`config.mk`:
```
export PLATFORM = sky130hd
export DESIGN_NAME = id_ex_control
export DESIGN_NICKNAME = d
export VERILOG_FILES = /design/src/rtl/mips_pkg.sv /design/src/rtl/main_decoder.sv /design/src/rtl/id_ex_control.sv
export SDC_FILE = /design/constraint.sdc
export NUM_CORES = 1
export LEC_CHECK = 0
export CAP_MARGIN = 0
export CORE_ASPECT_RATIO = 0.6
export CORE_MARGIN = 2
export CORE_UTILIZATION = 45
export CTS_BUF_LIST = sky130_fd_sc_hd__clkbuf_4
export DETAILED_ROUTE_END_ITERATION = 12
export PLACE_DENSITY = 0.88
export REMOVE_ABC_BUFFERS = 1
export SLEW_MARGIN = 20
export SYNTH_ARGS = -nofsm -noshare
export SYNTH_HDL_FRONTEND = slang
export SYNTH_SLANG_ARGS = --single-unit
```
`constraint.sdc`:
```
create_clock -name clk -period 2 [get_ports clk]
set_clock_uncertainty 0.1 [all_clocks]
set_input_delay 0.4 -clock clk [delete_from_list [all_inputs] [get_ports clk]]
set_output_delay 0.4 -clock clk [all_outputs]
set_load 0.01 [all_outputs]
```
`src/rtl/mips_pkg.sv`:
```
`default_nettype none
// ============================================================================
// Module      : mips_pkg
// Description : Opcodes, ALUOp encodings and ID/EX control types for the
//               five-stage MIPS pipeline.
// Revision    : 1.0
// ============================================================================
package mips_pkg;

  localparam logic [5:0] OP_RTYPE = 6'b000000;
  localparam logic [5:0] OP_LW    = 6'b100011;
  localparam logic [5:0] OP_SW    = 6'b101011;
  localparam logic [5:0] OP_BEQ   = 6'b000100;
  localparam logic [5:0] OP_ADDI  = 6'b001000;
  localparam logic [5:0] OP_J     = 6'b000010;

  localparam logic [1:0] ALUOP_ADD  = 2'b00;
  localparam logic [1:0] ALUOP_SUB  = 2'b01;
  localparam logic [1:0] ALUOP_FUNC = 2'b10;

  typedef struct packed {
    logic       reg_dst;
    logic       alu_src;
    logic       mem_read;
    logic       mem_write;
    logic       mem_to_reg;
    logic       reg_write;
    logic       branch;
    logic       jump;
    logic [1:0] alu_op;
  } ctrl_t;

  typedef struct packed {
    ctrl_t      ctrl;
    logic [5:0] funct;
    logic [4:0] rs;
    logic [4:0] rt;
    logic [4:0] rd;
    logic       illegal;
  } id_ex_t;

  localparam ctrl_t  CTRL_NOP     = '0;
  localparam id_ex_t ID_EX_BUBBLE = '0;

  // Opcodes whose rt field is a source operand rather than a destination.
  function automatic logic reads_rt(input logic [5:0] opcode);
    return (opcode == OP_RTYPE) || (opcode == OP_SW) || (opcode == OP_BEQ);
  endfunction

endpackage : mips_pkg
`default_nettype wire

```
`src/rtl/main_decoder.sv`:
```
`default_nettype none
// ============================================================================
// Module      : main_decoder
// Description : Combinational opcode decode to main control signals plus an
//               unsupported-opcode flag.
// Revision    : 1.0
// ============================================================================
module main_decoder
  import mips_pkg::*;
(
  input  logic [5:0] opcode,
  output ctrl_t      ctrl,
  output logic       illegal
);

  always_comb begin
    ctrl    = CTRL_NOP;
    illegal = 1'b0;
    unique case (opcode)
      OP_RTYPE: begin
        ctrl.reg_dst   = 1'b1;
        ctrl.reg_write = 1'b1;
        ctrl.alu_op    = ALUOP_FUNC;
      end
      OP_LW: begin
        ctrl.alu_src    = 1'b1;
        ctrl.mem_read   = 1'b1;
        ctrl.mem_to_reg = 1'b1;
        ctrl.reg_write  = 1'b1;
        ctrl.alu_op     = ALUOP_ADD;
      end
      OP_SW: begin
        ctrl.alu_src   = 1'b1;
        ctrl.mem_write = 1'b1;
        ctrl.alu_op    = ALUOP_ADD;
      end
      OP_BEQ: begin
        ctrl.branch = 1'b1;
        ctrl.alu_op = ALUOP_SUB;
      end
      OP_ADDI: begin
        ctrl.alu_src   = 1'b1;
        ctrl.reg_write = 1'b1;
        ctrl.alu_op    = ALUOP_ADD;
      end
      OP_J: begin
        ctrl.jump = 1'b1;
      end
      default: begin
        illegal = 1'b1;
      end
    endcase
  end

endmodule : main_decoder
`default_nettype wire

```
`src/rtl/id_ex_control.sv`:
```
`default_nettype none
// ============================================================================
// Module      : id_ex_control
// Description : ID-stage control issue: opcode decode, ID/EX control register
//               with flush/stall priority, and load-use hazard detection.
//               Load-use detection is built only when LOAD_USE_HAZARD_EN is
//               defined; otherwise hazard_stall is tied low.
// Revision    : 1.0
// ============================================================================
module id_ex_control
  import mips_pkg::*;
(
  input  logic        clk,
  input  logic        rst_n,
  input  logic [31:0] Instr,
  input  logic        ex_stall,
  input  logic        flush,
  output logic        hazard_stall,
  output logic [1:0]  ALUOp_EX,
  output logic [5:0]  FuncCode_EX,
  output logic        RegDst_EX,
  output logic        ALUSrc_EX,
  output logic        MemRead_EX,
  output logic        MemWrite_EX,
  output logic        MemtoReg_EX,
  output logic        RegWrite_EX,
  output logic        Branch_EX,
  output logic        Jump_EX,
  output logic [4:0]  Rs_EX,
  output logic [4:0]  Rt_EX,
  output logic [4:0]  Rd_EX,
  output logic        illegal_EX
);

  logic [5:0] w_opcode;
  ctrl_t      w_dec_ctrl;
  logic       w_dec_illegal;
  id_ex_t     w_issue;
  id_ex_t     r_id_ex;
  logic       w_unused_shamt;

  assign w_opcode       = Instr[31:26];
  assign w_unused_shamt = ^Instr[10:6];

  main_decoder u_main_decoder (
    .opcode  (w_opcode),
    .ctrl    (w_dec_ctrl),
    .illegal (w_dec_illegal)
  );

  // An unsupported opcode issues as a bubble that only carries the illegal flag.
  always_comb begin
    w_issue = ID_EX_BUBBLE;
    if (w_dec_illegal) begin
      w_issue.illegal = 1'b1;
    end else begin
      w_issue.ctrl  = w_dec_ctrl;
      w_issue.funct = Instr[5:0];
      w_issue.rs    = Instr[25:21];
      w_issue.rt    = Instr[20:16];
      w_issue.rd    = Instr[15:11];
    end
  end

`ifdef LOAD_USE_HAZARD_EN
  logic w_rs_match;
  logic w_rt_match;

  assign w_rs_match   = (r_id_ex.rt == Instr[25:21]);
  assign w_rt_match   = (r_id_ex.rt == Instr[20:16]) && reads_rt(w_opcode);
  assign hazard_stall = r_id_ex.ctrl.mem_read && (r_id_ex.rt != 5'd0) &&
                        (w_rs_match || w_rt_match);
`else
  assign hazard_stall = 1'b0;
`endif

  // flush beats ex_stall; ex_stall beats the load-use bubble.
  always_ff @(posedge clk or negedge rst_n) begin
    if (!rst_n) begin
      r_id_ex <= ID_EX_BUBBLE;
    end else if (flush) begin
      r_id_ex <= ID_EX_BUBBLE;
    end else if (!ex_stall) begin
      if (hazard_stall) begin
        r_id_ex <= ID_EX_BUBBLE;
      end else begin
        r_id_ex <= w_issue;
      end
    end
  end

  assign ALUOp_EX    = r_id_ex.ctrl.alu_op;
  assign FuncCode_EX = r_id_ex.funct;
  assign RegDst_EX   = r_id_ex.ctrl.reg_dst;
  assign ALUSrc_EX   = r_id_ex.ctrl.alu_src;
  assign MemRead_EX  = r_id_ex.ctrl.mem_read;
  assign MemWrite_EX = r_id_ex.ctrl.mem_write;
  assign MemtoReg_EX = r_id_ex.ctrl.mem_to_reg;
  assign RegWrite_EX = r_id_ex.ctrl.reg_write;
  assign Branch_EX   = r_id_ex.ctrl.branch;
  assign Jump_EX     = r_id_ex.ctrl.jump;
  assign Rs_EX       = r_id_ex.rs;
  assign Rt_EX       = r_id_ex.rt;
  assign Rd_EX       = r_id_ex.rd;
  assign illegal_EX  = r_id_ex.illegal;

endmodule : id_ex_control
`default_nettype wire

```
==> metrics.md, run 1 <==
| Metric | Value |
|---|---|
| Boundary pin count | 69 |
| Cell variety after synth | 27 |
| Top Metal Used | met3 |
| Row count | 15 |
| Total track usage | 0.225 |
| Worst hold slack | between 0.3 and 0.4 ns |
| Max Slew Vio Count | 0 |
| Reg2reg start | illegal_EX |
| Worst VDD drop | approximately 0.0003 V |
| Ranking of synthesized cells by area | dfrtp_1, a32o_1, nor2b_1, a221oi_4, clkbuf_1 |
| Number of synthesized register bits | 31 |
| Yosys Warn Count | 0 |
| PortBufs | just over 60 |
| CTS resizes | 0 |
| Largest net degree at the start of global routing | 32 |
| Clock period minus final worst setup slack | between 1.5 and 2 ns |
| Status | finished clean |
| CTS root buffer | clkbuf_4 |
| HPWL Detailed | 2850 um |
| Hold buffers post-CTS | 0 |
| Pwr Total | roughly 1.2 mW |
| Critical path class | in -> reg |
| Min-Delay Path Class | in -> async |
| Drt wl/cell | 16.0 um |
| Reg2reg end | illegal_EX |
| Initial antenna violation count | 0 |
| Metal-1 WL | 1650 um |
| Fmax | 550 MHz |
| Met3 WL | 390 um |
| Clk sinks | 31 |
| Worst skew pair latency | 0.32 ns |
| Sequential share of the synthesized area | 0.543 |
| Placed inst area | ~0.0022 mm^2 |
| Final instance area | about 0.0022 mm^2 |
| Final Hold Fails | 0 |
| Initial Utilization | 0.485 |
| Vias | ~1300 |
| Post-Syn Area per Cell | 11.7 um^2 |
| Cell Pwr Density | 536 mW/mm^2 |
| Clock Path Buffers | 2 |
| Final setup fails | 0 |
| CP arrival | ~1.9 ns |
| Number of global-route vias before repair | ~1200 |
| Final Cycle Share | 0.909 |
| Max cap viols | 0 |
| Global-route wire length before repair | around 6000 um |
| Cells on worst reg2reg path | 2 |
| Commonest cells post-synth | dfrtp_1, nor2b_1, a32o_1, clkbuf_1, nand2_1 |
| Worst endpoint required time | between 2 and 2.5 ns |
| CP endpoint | Rt_EX[3] |
| Share of post-route cells with drive strength above 1 | 0.146 |
| Syn Inst Count | ~120 |
| Crit end category | register |
| Starting DRT DRC Count | about 110 |
| Worst Path Max Fanout | 22 |
| Crit. Startpoint | Instr[28] |
| Setup Buffers After CTS | 0 |
| Core area | 0.00295 mm^2 |
| Num CTS Buffers | 5 |
| Startpoint Class | input pin |
| Chip width | 76.7 um |
| Die area | 0.00366 mm^2 |
| Main synth FF type | dfrtp_1 |
| Residual DRC | 0 |
| Met2 wire length | 1800 um |
| Pre-antenna DRT Iters | 4 |
| Sum of negative setup slack | 0 ns |
| Total Wirelength | around 3800 um |
| Number of synthesized flops with an enable pin | 0 |
| Vias per cell | between 5 and 6 |
| H-tree depth | 2 |
| Clk slew on worst S/H paths | ~0.1 ns |
| Nets | approximately 230 |
| Die Height | 47.7 um |
| CTS tree | yes |
| ANT cells | 0 |
| Lkg Pwr | around 0.93 nW |
| R2R Setup Slk | about 1.1 ns |
| Post-synth ARST share | 1.00 |
| Area growth syn-to-layout | 55.4% |
| Grt total ovfl | 0 |
| Post-layout util | 0.754 |
| ANT nets after route | 0 |
| Biggest area consumer among synthesized cells | dfrtp_1 |
| RSZ-0062 raised after global routing | false |
| Gpl congestion | around 0.81 |
| Synth top area share | 0.543 |
| Synth Cell Area | ~0.0014 mm^2 |
| Most common cell in the netlist | dfrtp_1 |
-- layer usage --
metal,vias to the layer above,global-route usage
li1,607,-
met2,58,0.367
met3,0,0.0962
met5,-,0
met4,0,0.0836
met1,648,0.278
-- area by class of cell --
cell class              count  area, um^2
clock buffers               5        37.5
clock inverters             3        15.0
fillers                   217         726
flip-flops and latches     31         776
repair buffers             80         756
well taps                  42        52.6
inverters                   1        3.75
multi-input cells          78         581
-- stage by stage --
stage,setup slack [ns],instances
finish,0.181,240
global route,0.115,240
CTS,0.202,240
detailed placement,-0.150,232
global placement,-0.119,232
floorplan,0.450,110
-- registers in the layout, indices dropped and copies added (netlist names), 2 cells and up --
name	flops
Rs_EX	5
Rt_EX	5
ALUOp_EX	2
Rd_EX	5
FuncCode_EX	6
-- worst max-delay path, cell delays in order --
cell             delay [ns]
clkdlybuf4s50_1        0.53
and4b_4                0.22
or3_4                  0.50
a32o_1                 0.28
-- worst min-delay path by stage --
| stage | startpoint | to |
|---|---|---|
| detailed placement | RegWrite_EX | RegWrite_EX |
| global placement | Rd_EX[1] | Rd_EX[1] |
| floorplan | rst_n | ALUOp_EX[0] |
| CTS | rst_n | Rs_EX[3] |
| global route | rst_n | Rs_EX[3] |
| finish | rst_n | Rd_EX[1] |
-- cells by family (layout without fill, tap and decap cells) --
kind of cell / after synthesis / after routing / share of synthesized area
AND/OR/NAND/NOR: 43 / 43 / 0.180
AO/OA/AOI/OAI: 34 / 34 / 0.223
flip-flops: 31 / 31 / 0.543
buffers and inverters: 13 / 89 / 0.0508
other: 1 / 1 / 0.00262
-- power by group --
| group | internal [mW] | switching (mW) |
|---|---|---|
| Combinational | 0.115 | 0.0954 |
| Sequential | 0.635 | 0.00485 |
| Clock | 0.131 | 0.210 |
-- layout by cell type (no fill, tap or decap), types with 2 or more instances in the layout --
master and count:
a21oi_1 4, a22oi_1 2, a32o_1 21, a32oi_1 2, buf_4 18, clkbuf_4 5, clkdlybuf4s50_1 62, clkinv_2 3
dfrtp_1 31, nand2_1 6, nor2_1 5, nor2b_1 22, nor3_1 2, nor4_1 2
No activity file was read; power rests on OpenSTA's default activity.
==> run 2, diff against run 1 <==
- CORE_UTILIZATION: 45 -> 37
- PLACE_DENSITY: 0.88 -> 0.77
- SYNTH_HIERARCHICAL: unset -> 1
- clock period: 2 -> 1.6 ns (I/O delays scaled with it)
==> metrics.md, run 2 <==
| Metric | Value |
|---|---|
| Clock Path Buffers | 2 |
| Final instance area | ~0.0022 mm^2 |
| CTS tree | yes |
| Gpl congestion | around 0.82 |
| Max reg flops | 6 |
| CTS root buffer | clkbuf_4 |
| H-tree depth | 2 |
| Crit end category | register |
| Worst skew pair latency | between 0.3 and 0.4 ns |
| Max cap viols | 0 |
| Fmax | between 600 and 700 MHz |
| Drt wl/cell | around 17 um |
| Num CTS Buffers | 5 |
| Slew @ Worst Pin | 0.686 ns |
| Largest net degree at the start of global routing | 33 |
| Vias | between 1000 and 1500 |
| Pre-antenna DRT Iters | 4 |
| Initial antenna violation count | 0 |
| Lkg Pwr | around 1.1 nW |
| Commonest cells post-synth | dfrtp_1, a32o_1, a32o_2, buf_2 |
| Slew headroom | 0.542 |
| Status | finished clean |
| Sequential share of the synthesized area | 0.568 |
| Cell Pwr Density | 743 mW/mm^2 |
| Clk sinks | 32 |
| Total track usage | 0.177 |
| Biggest area consumer among synthesized cells | dfrtp_1 |
| Worst VDD drop | between 0.0004 and 0.0005 V |
| HPWL Detailed | 2470 um |
| Synth top area share | 0.568 |
| Area growth syn-to-layout | 59.4% |
| Chip width | approximately 84 um |
| Yosys Warn Count | 6 |
| Clock period minus final worst setup slack | about 1.6 ns |
| Grt total ovfl | 0 |
| Total Wirelength | roughly 3700 um |
| Global-route wire length before repair | about 6000 um |
| CP arrival | around 1.8 ns |
| GR Util met1 | 0.223 |
| Core area | between 0.003 and 0.004 mm^2 |
| Worst hold slack | approximately 0.24 ns |
| Post-Syn Area per Cell | 13.8 um^2 |
| Nets | 207 |
| ANT nets after route | 0 |
| Critical path class | in -> reg |
| Max Slew Vio Count | 0 |
| Startpoint Class | input pin |
| Residual DRC | 0 |
| Most common cell in the netlist | dfrtp_1 |
| Number of synthesized flops with an enable pin | 0 |
| GR Layer Usage met3 | 0.0714 |
| Ranking of synthesized cells by area | dfrtp_1, a32o_1, a32o_2, buf_2, buf_6 |
| ANT cells | 0 |
| Worst endpoint required time | around 1.8 ns |
| Syn Inst Count | 102 |
| Cell variety after synth | 26 |
| Commonest non-fill, non-tap cell in the layout | dlygate4sd2_1 |
| Synth Cell Area | around 0.0014 mm^2 |
| Starting DRT DRC Count | between 40 and 50 |
| Min-Delay Path Class | in -> async |
| Final Hold Fails | 0 |
| PortBufs | 62 |
| Row count | 17 |
| Most frequent cells in the layout | dlygate4sd2_1, dfrtp_1, clkdlybuf4s50_1 |
| Number of global-route vias before repair | around 1200 |
| RSZ-0062 raised after global routing | true |
| Placed inst area | between 0.002 and 0.0025 mm^2 |
| Final setup fails | 0 |
| Top Usage Layer GRT | met2 |
| Share of post-route cells with drive strength above 1 | 0.244 |
| Boundary pin count | approximately 70 |
| Clk slew on worst S/H paths | roughly 0.10 ns |
| Met2 usage in global routing | 0.283 |
| Die area | approximately 0.0043 mm^2 |
| Post-synth ARST share | 1.00 |
| Initial Utilization | 0.385 |
| Main synth FF type | dfrtp_1 |
| Worst Path Max Fanout | 5 |
| Vias per cell | 5.57 |
| Number of synthesized register bits | 32 |
| Die Height | between 50 and 60 um |
| Final Cycle Share | 1.00 |
run 2: what timing repair did:
action | in CTS | in global routing
endpoints found under the setup margin | 63 | 18
gates resized for setup | 47 | 5
pin swaps | 4 | 3
setup buffers | 0 | 0
gates cloned | 1 | 1
hold buffers | 0 | 0
run 2: final cells by class:
cell class,count,area [um^2]
fillers,311,1410
flip-flops and latches,32,801
repair buffers,77,742
multi-input cells,53,557
well taps,47,58.8
clock buffers,6,45.0
clock inverters,2,35.0
inverters,2,7.51
run 2: worst max-delay path: stages:
cell	delay (ns)
dlygate4sd2_1	0.29
buf_4	0.18
or4b_4	0.52
a211oi_2	0.26
a32o_2	0.19
run 2: metrics by stage:
stage          setup TNS (ns)  worst slack [ns]  total power [mW]  utilization  instances
4_1_cts                     0           0.00323              1.68        0.608        218
6_report                    0          0.000550              1.67        0.614        219
3_5_place_dp           -18.38            -0.603              1.06        0.576        209
2_1_floorplan           -8.78            -0.301             0.891            -         87
5_1_grt               -0.0626           -0.0116              1.75        0.614        219
3_3_place_gp           -15.62            -0.500              1.05        0.576        209
run 2: metal layers:
layer  wire length [um]  up-vias  share of wire
met2               1720       43           0.47
met4                 29        0         0.0079
li1                   -      561              -
met5                  0        -              0
met1               1620      611           0.44
met3                297        5          0.081
run 2: report_power, final:
group	total, mW	leakage (nW)	internal, mW	switching [mW]
Sequential	0.823	0.445	0.818	0.00480
Clock	0.613	0.0456	0.345	0.268
Combinational	0.232	0.641	0.123	0.109
run 2: final timing paths:
check	startpoint	to	slack (ns)	cells after the start
max	Instr[26]	ALUSrc_EX	0.0006	5
min	rst_n	RegDst_EX	0.24	2
max reg2reg	FuncCode_EX[4]	FuncCode_EX[4]	0.76	1
min reg2reg	Rd_EX[2]	Rd_EX[2]	0.40	1
max in group asynchronous	rst_n	Rs_EX[4]	0.98	2
min in group clk	Rd_EX[2]	Rd_EX[2]	0.40	1
run 2: kinds of logic (layout without fill, tap and decap cells):
logic type | count (synthesis) | count (layout) | share of synthesized area
AO/OA/AOI/OAI | 35 | 35 | 0.252
other | 1 | 1 | 0.00266
buffers and inverters | 17 | 87 | 0.0781
flip-flops | 32 | 32 | 0.568
multiplexers | 1 | 1 | 0.00711
AND/OR/NAND/NOR | 16 | 16 | 0.0915
==> run 3, diff against run 2 <==
- CORE_UTILIZATION: 37 -> 58
- DONT_BUFFER_PORTS: unset -> 1
- PLACE_DENSITY: 0.77 -> 0.76
==> metrics.md, run 3 (synthesis results as in run 2) <==
| Metric | Value |
|---|---|
| Status | finished clean |
| RSZ-0062 raised after global routing | false |
| Startpoint Class | input pin |
| Area growth syn-to-layout | 3.73% |
| Final Cycle Share | 0.871 |
| Vias | around 950 |
| Crit end category | register |
| Vias per cell | 7.27 |
| HP Start | Instr[0] |
| Gpl congestion | between 0.6 and 0.7 |
| Total Wirelength | 2930 um |
| CTS tree | yes |
| Boundary pin count | slightly below 70 |
| Core area | roughly 0.0022 mm^2 |
| Post-Place Cells | 120 |
| Reg2reg start | FuncCode_EX[4] |
| Worst Path Max Fanout | 14 |
| Row count | 13 |
| CP arrival | 1.50 ns |
| Clock period minus final worst setup slack | 1.39 ns |
| Starting DRT DRC Count | 51 |
| Max cap viols | 0 |
| Nets | roughly 140 |
| Cell Pwr Density | between 900 and 1000 mW/mm^2 |
| Die Height | 42.2 um |
| PortBufs | 0 |
| Sum of negative setup slack | 0 ns |
| HPWL Detailed | 1920 um |
| Clk slew on worst S/H paths | around 0.09 ns |
| CTS root buffer | clkbuf_4 |
| Commonest non-fill, non-tap cell in the layout | dfrtp_1 |
| Global-route wire length before repair | roughly 4400 um |
| Lkg Pwr | 0.670 nW |
| Drt wl/cell | 22.5 um |
| Final Hold Fails | 0 |
| Share of post-route cells with drive strength above 1 | 0.230 |
| Pwr Total | 1.35 mW |
| Crit. Startpoint | Instr[27] |
| R2R Setup Slk | about 0.7 ns |
| Worst skew pair latency | 0.31 ns |
| Clock Path Buffers | 2 |
| Num CTS Buffers | 5 |
| FILL cells | roughly 160 |
| Setup Buffers After CTS | 0 |
| Final instance area | between 0.001 and 0.0015 mm^2 |
| Slew headroom | 0.368 |
| ANT nets after route | 0 |
| Pre-antenna DRT Iters | 4 |
| Min-Delay Path Class | in -> reg |
| H-tree depth | 2 |
| Initial antenna violation count | 0 |
| Final setup fails | 0 |
| Max reg flops | 6 |
| Max Slew Vio Count | 0 |
| Grt total ovfl | 0 |
| Largest net degree at the start of global routing | 33 |
| Number of global-route vias before repair | about 950 |
| Worst endpoint required time | about 1.7 ns |
| Hold Path Cell Cnt | 1 |
| Chip width | between 60 and 70 um |
| Critical path class | in -> reg |
| Worst VDD drop | around 0.00053 V |
| ANT cells | 0 |
| Most frequent cells in the layout | dfrtp_1, a32o_1, a32o_2 |
| Post-layout util | 0.656 |
| Final non-filler cell total | 130 |
| Slew @ Worst Pin | about 0.95 ns |
| WHS Endpoint | FuncCode_EX[0] |
| Initial Utilization | 0.632 |
| Fmax | between 700 and 800 MHz |
| Total track usage | 0.211 |
| Clk sinks | 32 |
| Die area | around 0.0029 mm^2 |
| Reg2reg end | FuncCode_EX[4] |
| Residual DRC | 0 |
| Placed inst area | ~0.0014 mm^2 |
| Cells on worst reg2reg path | 1 |
==> run 3: cell count changes in the layout (fill, tap and decap cells not counted), sizes merged <==
cell and change:
clkdlybuf4s50 -25, bufinv -1, clkbuf -3, dlygate4sd3 +2
buf -10, dlygate4sd2 -35
==> run 3: how the worst max path moves through the flow <==
stage / endpoint / cells past startpoint
after floorplan: ALUOp_EX[0] / 4
after global placement: FuncCode_EX[0] / 5
after detailed placement: FuncCode_EX[5] / 5
after CTS: FuncCode_EX[5] / 5
after global routing: Rt_EX[0] / 5
final: ALUOp_EX[0] / 5
==> run 3: power by group <==
group          leakage (nW)  switching [mW]  total (mW)  internal, mW
clock network        0.0315           0.248       0.426         0.179
registers             0.445          0.0113       0.829         0.818
logic                 0.194          0.0582      0.0905        0.0323
==> run 3: layout make-up <==
type / count / area, um^2 / area share
flip-flops and latches: 32 / 801 / 0.548
multi-input cells: 53 / 503 / 0.344
repair buffers: 6 / 62.6 / 0.0428
clock buffers: 6 / 45.0 / 0.0308
well taps: 30 / 37.5 / 0.0257
inverters: 2 / 7.51 / 0.00514
clock inverters: 1 / 5.00 / 0.00342
==> run 3: repair_timing <==
| item | CTS | global route |
|---|---|---|
| hold endpoints to repair | 33 | 0 |
| resized for setup | 0 | 0 |
| hold buffers | 3 | 0 |
==> run 3: stage by stage <==
| step | hold slack [ns] | worst slack (ns) |
|---|---|---|
| 6_report | 0.0561 | 0.206 |
| 5_1_grt | 0.0375 | 0.131 |
| 4_1_cts | 0.0466 | 0.244 |
| 2_1_floorplan | -0.0756 | -0.301 |
| 3_5_place_dp | -0.0751 | -0.106 |
| 3_3_place_gp | -0.0752 | -0.0833 |
==> run 3: metal layers <==
metal | vias to the layer above | global-route usage | wire length [um]
met3 | 5 | 0.0860 | 286
met4 | 0 | 0.0612 | 33
li1 | 412 | - | -
met2 | 43 | 0.310 | 1340
met5 | - | 0 | 0
met1 | 485 | 0.288 | 1260
==> run 3: critical path: stages <==
cell     delay [ns]
and4b_1        0.18
o31ai_1        0.45
nor2_2         0.07
buf_4          0.20
a32o_2         0.28
